--- config.mk ---
export PLATFORM = sky130hd
export DESIGN_NAME = fifo_stream_reader
export DESIGN_NICKNAME = d
export VERILOG_FILES = /design/src/rtl/fifo_stream_reader.sv
export SDC_FILE = /design/constraint.sdc
export NUM_CORES = 1
export LEC_CHECK = 0
export BUFFER_PORTS_ARGS = -buffer_cell sky130_fd_sc_hd__buf_4
export CORE_MARGIN = 3
export CORE_UTILIZATION = 50
export CTS_BUF_LIST = sky130_fd_sc_hd__clkbuf_4
export CTS_CLUSTER_DIAMETER = 80
export DETAILED_ROUTE_END_ITERATION = 8
export PLACE_DENSITY = 0.77
export REMOVE_ABC_BUFFERS = 1
export SYNTH_ARGS = -nofsm -noshare
export SYNTH_HDL_FRONTEND = slang
export SYNTH_SLANG_ARGS = --single-unit
--- constraint.sdc ---
create_clock -name i_clk -period 4.5 [get_ports i_clk]
set_input_delay 0.45 -clock i_clk [delete_from_list [all_inputs] [get_ports i_clk]]
set_output_delay 0.45 -clock i_clk [all_outputs]
set_load 0.01 [all_outputs]
--- src/rtl/fifo_stream_reader.sv ---
// fifo_stream_reader
// Drains the EDC word FIFO through a one-cycle-latency read port and presents
// the words on a valid/ready stream. A two-entry output buffer (head/tail)
// absorbs the read latency so a continuously ready consumer sees one word per
// cycle. Also provides a synchronous flush and a wrapping delivered-word count.

module fifo_stream_reader #(
  parameter int P_DATA_W = 11,
  parameter int P_CNT_W  = 16
) (
  input  logic                i_clk,
  input  logic                i_reset,
  input  logic [P_DATA_W-1:0] i_fifo_data,
  input  logic                i_fifo_empty,
  output logic                o_fifo_read,
  input  logic                i_flush,
  output logic                o_valid,
  output logic [P_DATA_W-1:0] o_data,
  input  logic                i_ready,
  output logic [P_CNT_W-1:0]  o_count,
  output logic                o_busy
);

  logic [1:0]          occ_q;
  logic                inflight_q;
  logic [P_DATA_W-1:0] head_q;
  logic [P_DATA_W-1:0] tail_q;
  logic [P_CNT_W-1:0]  count_q;

  logic                xfer;
  logic [1:0]          occ_free;
  logic [1:0]          occ_after_xfer;

  // Transfer detect and pop decision; a pop is only issued when the slot it
  // will land in is guaranteed free after accounting for the word in flight.
  always_comb begin
    xfer           = (occ_q != 2'd0) && i_ready && !i_flush;
    occ_free       = 2'd2 - occ_q + {1'b0, xfer};
    occ_after_xfer = occ_q - {1'b0, xfer};
    o_fifo_read    = !i_fifo_empty && !i_flush && !i_reset &&
                     (occ_free > {1'b0, inflight_q});
  end

  // Buffer, in-flight tracking and delivered-word counter.
  always_ff @(posedge i_clk) begin
    if (i_reset) begin
      occ_q      <= 2'd0;
      inflight_q <= 1'b0;
      head_q     <= '0;
      tail_q     <= '0;
      count_q    <= '0;
    end else if (i_flush) begin
      // The word returning from last cycle's pop is dropped with the buffer.
      occ_q      <= 2'd0;
      inflight_q <= 1'b0;
    end else begin
      inflight_q <= o_fifo_read;
      if (xfer) begin
        count_q <= count_q + P_CNT_W'(1);
        head_q  <= tail_q;
      end
      // Capture lands in whichever slot is first free after this cycle's
      // transfer; this assignment overrides the head shift when both apply.
      if (inflight_q) begin
        if (occ_after_xfer == 2'd0) begin
          head_q <= i_fifo_data;
        end else begin
          tail_q <= i_fifo_data;
        end
      end
      occ_q <= occ_after_xfer + {1'b0, inflight_q};
    end
  end

  assign o_valid = (occ_q != 2'd0);
  assign o_data  = head_q;
  assign o_count = count_q;
  assign o_busy  = (occ_q != 2'd0) || inflight_q;

endmodule

Word level (Yosys, flattened, before mapping)
Cells that the tools add are included.
Operators by class
  $mul: 0
  reduce and logical (&&, ||, !) cells: 14
  shift-type cells: 0
  div/mod/pow operators: 0
  equality and inequality tests: 0
  multiplexer cells: 3
  bitwise operators: 2
  add/subtract/negate cells: 5
  magnitude comparators: 1
Operators with widths (number)
  two-way mux 11 bit: 3
  adder 16 x 1 -> 16 bit, second input constant: 1
  logical AND 1 bit: 5
  adder 2 x 1 -> 2 bit: 2
  zero test 1 bit: 3
  AND reduction 3 bit: 1
  greater-than comparator 2 x 1 -> 1 bit: 1
  zero test 2 bit: 1
  NOT 1 bit: 2
  AND reduction 2 bit: 1
  nonzero test 2 bit: 1
  OR reduction 2 bit: 1
  subtractor 2 x 1 -> 2 bit: 1
  subtractor 2 bit, first input constant: 1
  logical OR 1 bit: 1
Word-level totals
  output and inout bits: 30
  memory bits (read-only): 0
  input bits: 16
  flip-flop bits (word level): 41
  logic and storage cells: 30
  latch bits: 0
  RAM bits: 0
  memories kept: 0

Longest topological paths before layout
  depth in word-level cells: 7
  mapped depth: 9
  gate-level depth less buffers: 7

Least setup slack after synthesis
No wires, ideal clock.
  path type: input to output
  start: in i_flush
  end: out o_fifo_read
  path slack: 2.164 ns
  buffers on the path: 1
  arrival time: 1.886 ns
  stages on the path: 7
  data required time: 4.050 ns
  path through: nand2b_4 buf_6 nor2_1 ha_1 ha_1 o21ai_0 and3b_1
Between the ends
  word-level cells in the longest chain between the ends: 5
  elaborated cells on any way between the ends: 7
  classes of those cells: add/sub: 1; order compare: 1; reduce/logical: 5
Ends and longest elaborated chain
  start: declaration: RTL line 16  | input logic i_flush,
  zero test 1 bit (*): RTL line 37, 40
  logical AND 1 bit: RTL line 37  | xfer = (occ_q != 2'd0) && i_ready && !i_flush;
  adder 2 x 1 -> 2 bit: RTL line 38  | occ_free = 2'd2 - occ_q + {1'b0, xfer};
  greater-than comparator 2 x 1 -> 1 bit: RTL line 41  | (occ_free > {1'b0, inflight_q});
  logical AND 1 bit (*): RTL line 40  | o_fifo_read = !i_fifo_empty && !i_flush && !i_reset &&
  end: declaration: RTL line 15  | output logic o_fifo_read,
Mark *: on every way between the ends. The rest lies on a longest branch, timed or not.

Final worst setup path
  start: reg occ_q[0]
  end: out o_fifo_read
Between the ends
  word-level cells in the longest chain between the ends: 6
  elaborated cells on any way between the ends: 7
  classes of those cells: add/sub: 2; order compare: 1; reduce/logical: 4
Ends and longest elaborated chain
  start: declaration: RTL line 24  | logic [1:0] occ_q;
  start signal: assignment: RTL line 71  | occ_q <= occ_after_xfer + {1'b0, inflight_q};
  branches (longest 3 deep; another with subtractor 2 bit)
  adder 2 x 1 -> 2 bit (*): RTL line 38
  greater-than comparator 2 x 1 -> 1 bit (*): RTL line 41
  logical AND 1 bit (*): RTL line 40
Every way passes the cells marked *.

==> flow_summary_export.csv <==
group,metric,value,unit
critical_path,cp_slowest_cell,"nor2_1",
cts,clk_pin_slew,0.12,ns
timing,grt_setup_unrepaired,"no",
placed_design,dp_hpwl,2840,microns
cts,cts-root-buf,"clkbuf_4",
flow_run,cap_violations,0,
layout,drive_gt1_frac,0.224,
power,combPwrFrac,0.073,
critical_path,crit_chain,"nor2_1 -> nor2_1 -> inv_1 -> ha_1 -> xor2_1 -> o21ai_0 -> and3b_1 -> buf_4",
timing,maxSlewViolCount,0,
routing,via_count,1572,
critical_path,worstPathMaxFanout,13,
cts,clock_sinks,41,
power,switching_share,0.221,
cts,cts_made_buffers,5,
cts,htreeDepth,2,
floorplanning,dieArea,4400,sq um
layout,diodes,0,
timing,fin_crit_sh,0.692,
critical_path,critPathKind,"register to primary output",
layout,nNetsFinal,265,
critical_path,cpLargestDelayFamily,"simple AND/OR/NAND/NOR gates",
critical_path,crit_arrival,2.67,ns
floorplanning,die_h,66.3,microns
synthesis,syn_inst,202,
cts,cts_buffer_depth,2,
floorplanning,coreArea,3420,sq um
critical_path,critPathLaunch,"occ_q[0]$_SDFF_PP0_",
synthesis,synthTopCellsByArea,"dfxtp_1 (45%), a221o_1 (6.0%), mux2i_1 (6.0%), nor2_1 (4.3%), nor3_1 (3.8%)",
critical_path,cp-end-kind,"primary output",
power,intPower,0.511,mW
routing,wl,4070,microns
synthesis,ys_seq_elements,41,
routing,drt_iter0_drc,130,
cts,cts_setup_buffers,0,
run_status,status,"finished, final reports clean",
floorplanning,fp-row-count,21,
power,pwr-share-seq,0.564,
synthesis,syn_avg_cell_area,9.01,sq um
placed_design,gp_congestion,0.823,
synthesis,synth_top_area_share,0.451,
routing,wire_per_inst,14.0,microns
critical_path,worst_setup_path_start_kind,"register",
placed_design,io_buffers,45,
critical_path,r2r_end,"o_data[10]$_SDFFE_PP0N_",
cts,cts_resized,0,
floorplanning,num_io_pins,46,
timing,finalHoldViolations,0,
critical_path,path_depth,8,
routing,vias_per_cell,5.40,
layout,area_growth,23.8,%
critical_path,max_stage_delay,0.48,ns
timing,fin_skew,0.0114,ns
layout,fin_util,0.660,
timing,fin_hold_ws,0.292,ns
timing,fmax,0.321,GHz
critical_path,worst_path_most_repeated_cell,"nor2_1",
timing,slew_headroom,0.396,
global_route,antenna_found_initial,0,
timing,finalSetupTns,0,ns
critical_path,r2r_setup_slack,1.67,ns
power,p_per_area,291,nW/um^2
timing,post-route-min-period,3.12,ns
hold_path,hold_class,"input pin to register",
global_route,groute.usage.overall,0.200,
power,clkPwrFrac,0.363,
synthesis,ys_types,30,
synthesis,yosysWarnings,0,
critical_path,path_buf_inv,2,
critical_path,endpoint,"o_fifo_read",
critical_path,r2r_cells,8,
global_route,grt_pass1_vias,1429,
power,p_leak,0.878,nW
timing,tightest_slew,0.902,ns
global_route,grt.overflow.total,0,
hold_path,hold_path_depth,2,
power,vdd_ir_drop_max,0.224,mV
synthesis,seq_area_frac_synth,0.451,
cts,cts_tree,"built",
power,p_sw,0.145,mW
timing,setup_violations,0,
synthesis,synth_area,1820,sq um
critical_path,required,4.05,ns
floorplanning,die_w,66.3,microns
global_route,grt_max_degree,32,
routing,antenna_left,0,
routing,remaining_drc_errors,0,
routing,drtPass1Iterations,4,
critical_path,r2r-start,"occ_q[0]$_SDFF_PP0_",
floorplanning,start_util,0.533,
power,p_total,0.655,mW
cts,clk_latency,0.35,ns
synthesis,yosysTopAreaCell,"dfxtp_1",
global_route,grt_pass1_wl,6610,microns
cts,hold_buffers,0,
kinds of logic after synthesis:
kind of cell	count (synthesis)	share of synthesized area
buf+inv	18	0.0433
xor+xnor	10	0.0481
compound gates	31	0.122
simple gates	86	0.241
flops	41	0.451
mux	11	0.0605
fa+ha+maj	5	0.0344
Yosys cell counts:
master / number
and3b_1: 2
and3_1: 3
nand2_1: 18
clkbuf_1: 6
xor2_1: 2
ha_1: 5
buf_2: 3
mux2i_1: 11
dfxtp_1: 41
nand3_1: 5
a21o_1: 1
or3_1: 5
buf_1: 2
or4_1: 5
nand2b_4: 1
and2_1: 2
or2b_1: 1
o21ai_0: 5
inv_1: 6
o31ai_1: 4
buf_6: 1
nor3b_1: 1
nor4_1: 4
a221o_1: 11
nor3_1: 14
xnor2_1: 8
nand4_1: 3
nand2b_1: 1
nor2_1: 21
a21oi_1: 10
stage by stage:
stage | area, sq um | instances | setup slack, ns
6_report | 2250 | 291 | 1.38
5_1_grt | 2250 | 291 | 1.12
4_1_cts | 2250 | 291 | 1.38
3_3_place_gp | 2170 | 283 | 1.86
2_1_floorplan | 1760 | 190 | 1.90
3_5_place_dp | 2170 | 283 | 1.71
power groups by stage:
| stage | registers [mW] | clock network (mW) | logic, mW |
|---|---|---|---|
| 2_1_floorplan | 0.379 | 0 | 0.0169 |
| 3_3_place_gp | 0.378 | 0 | 0.0466 |
| 3_5_place_dp | 0.378 | 0 | 0.0475 |
| 4_1_cts | 0.370 | 0.245 | 0.0477 |
| 5_1_grt | 0.371 | 0.257 | 0.0520 |
| 6_report | 0.370 | 0.238 | 0.0479 |
per-layer routing:
metal	wire, microns	vias to the layer above	global-route usage
met5	0	-	0
met4	95	0	0.0939
met3	183	7	0.0544
met2	2010	41	0.328
met1	1790	721	0.239
li1	-	803	-
how the worst min path moves through the flow:
stage	start	endpoint
after CTS	i_flush	occ_q[1]$_SDFF_PP0_
final	i_flush	occ_q[1]$_SDFF_PP0_
after detailed placement	o_count[15]$_SDFFE_PP0P_	o_count[15]$_SDFFE_PP0P_
after floorplan	tail_q[0]$_SDFFE_PP0P_	tail_q[0]$_SDFFE_PP0P_
after global placement	o_count[15]$_SDFFE_PP0P_	o_count[15]$_SDFFE_PP0P_
after global routing	i_flush	occ_q[1]$_SDFF_PP0_
final cells by class:
class / count / area, sq um
Clock buffer: 6 / 45.0
Clock inverter: 2 / 33.8
Fill cell: 294 / 1160
Inverter: 6 / 22.5
Multi-Input combinational cell: 143 / 921
Sequential cell: 41 / 821
Tap cell: 46 / 57.6
Timing Repair Buffer: 47 / 353
cell usage in the layout, fill, tap and decap left out, types with 4 or more instances in the layout:
cell       n
or3_1      5
or4_1      5
o31ai_1    4
ha_1       5
buf_4     47
clkbuf_4   6
nand3_1    5
nor4_1     4
inv_1      6
dfxtp_1   41
mux2i_1   11
a21oi_1   10
nor3_1    14
a221o_1   11
xnor2_1    8
nor2_1    21
nand2_1   18
o21ai_0    5
sequential cells by signal, summed over array words and instances, names as in the netlist:
register and flops:
occ_q 2, tail_q 11, inflight_q 1, o_count 16, o_data 11
(Power assumes the default switching activity.)
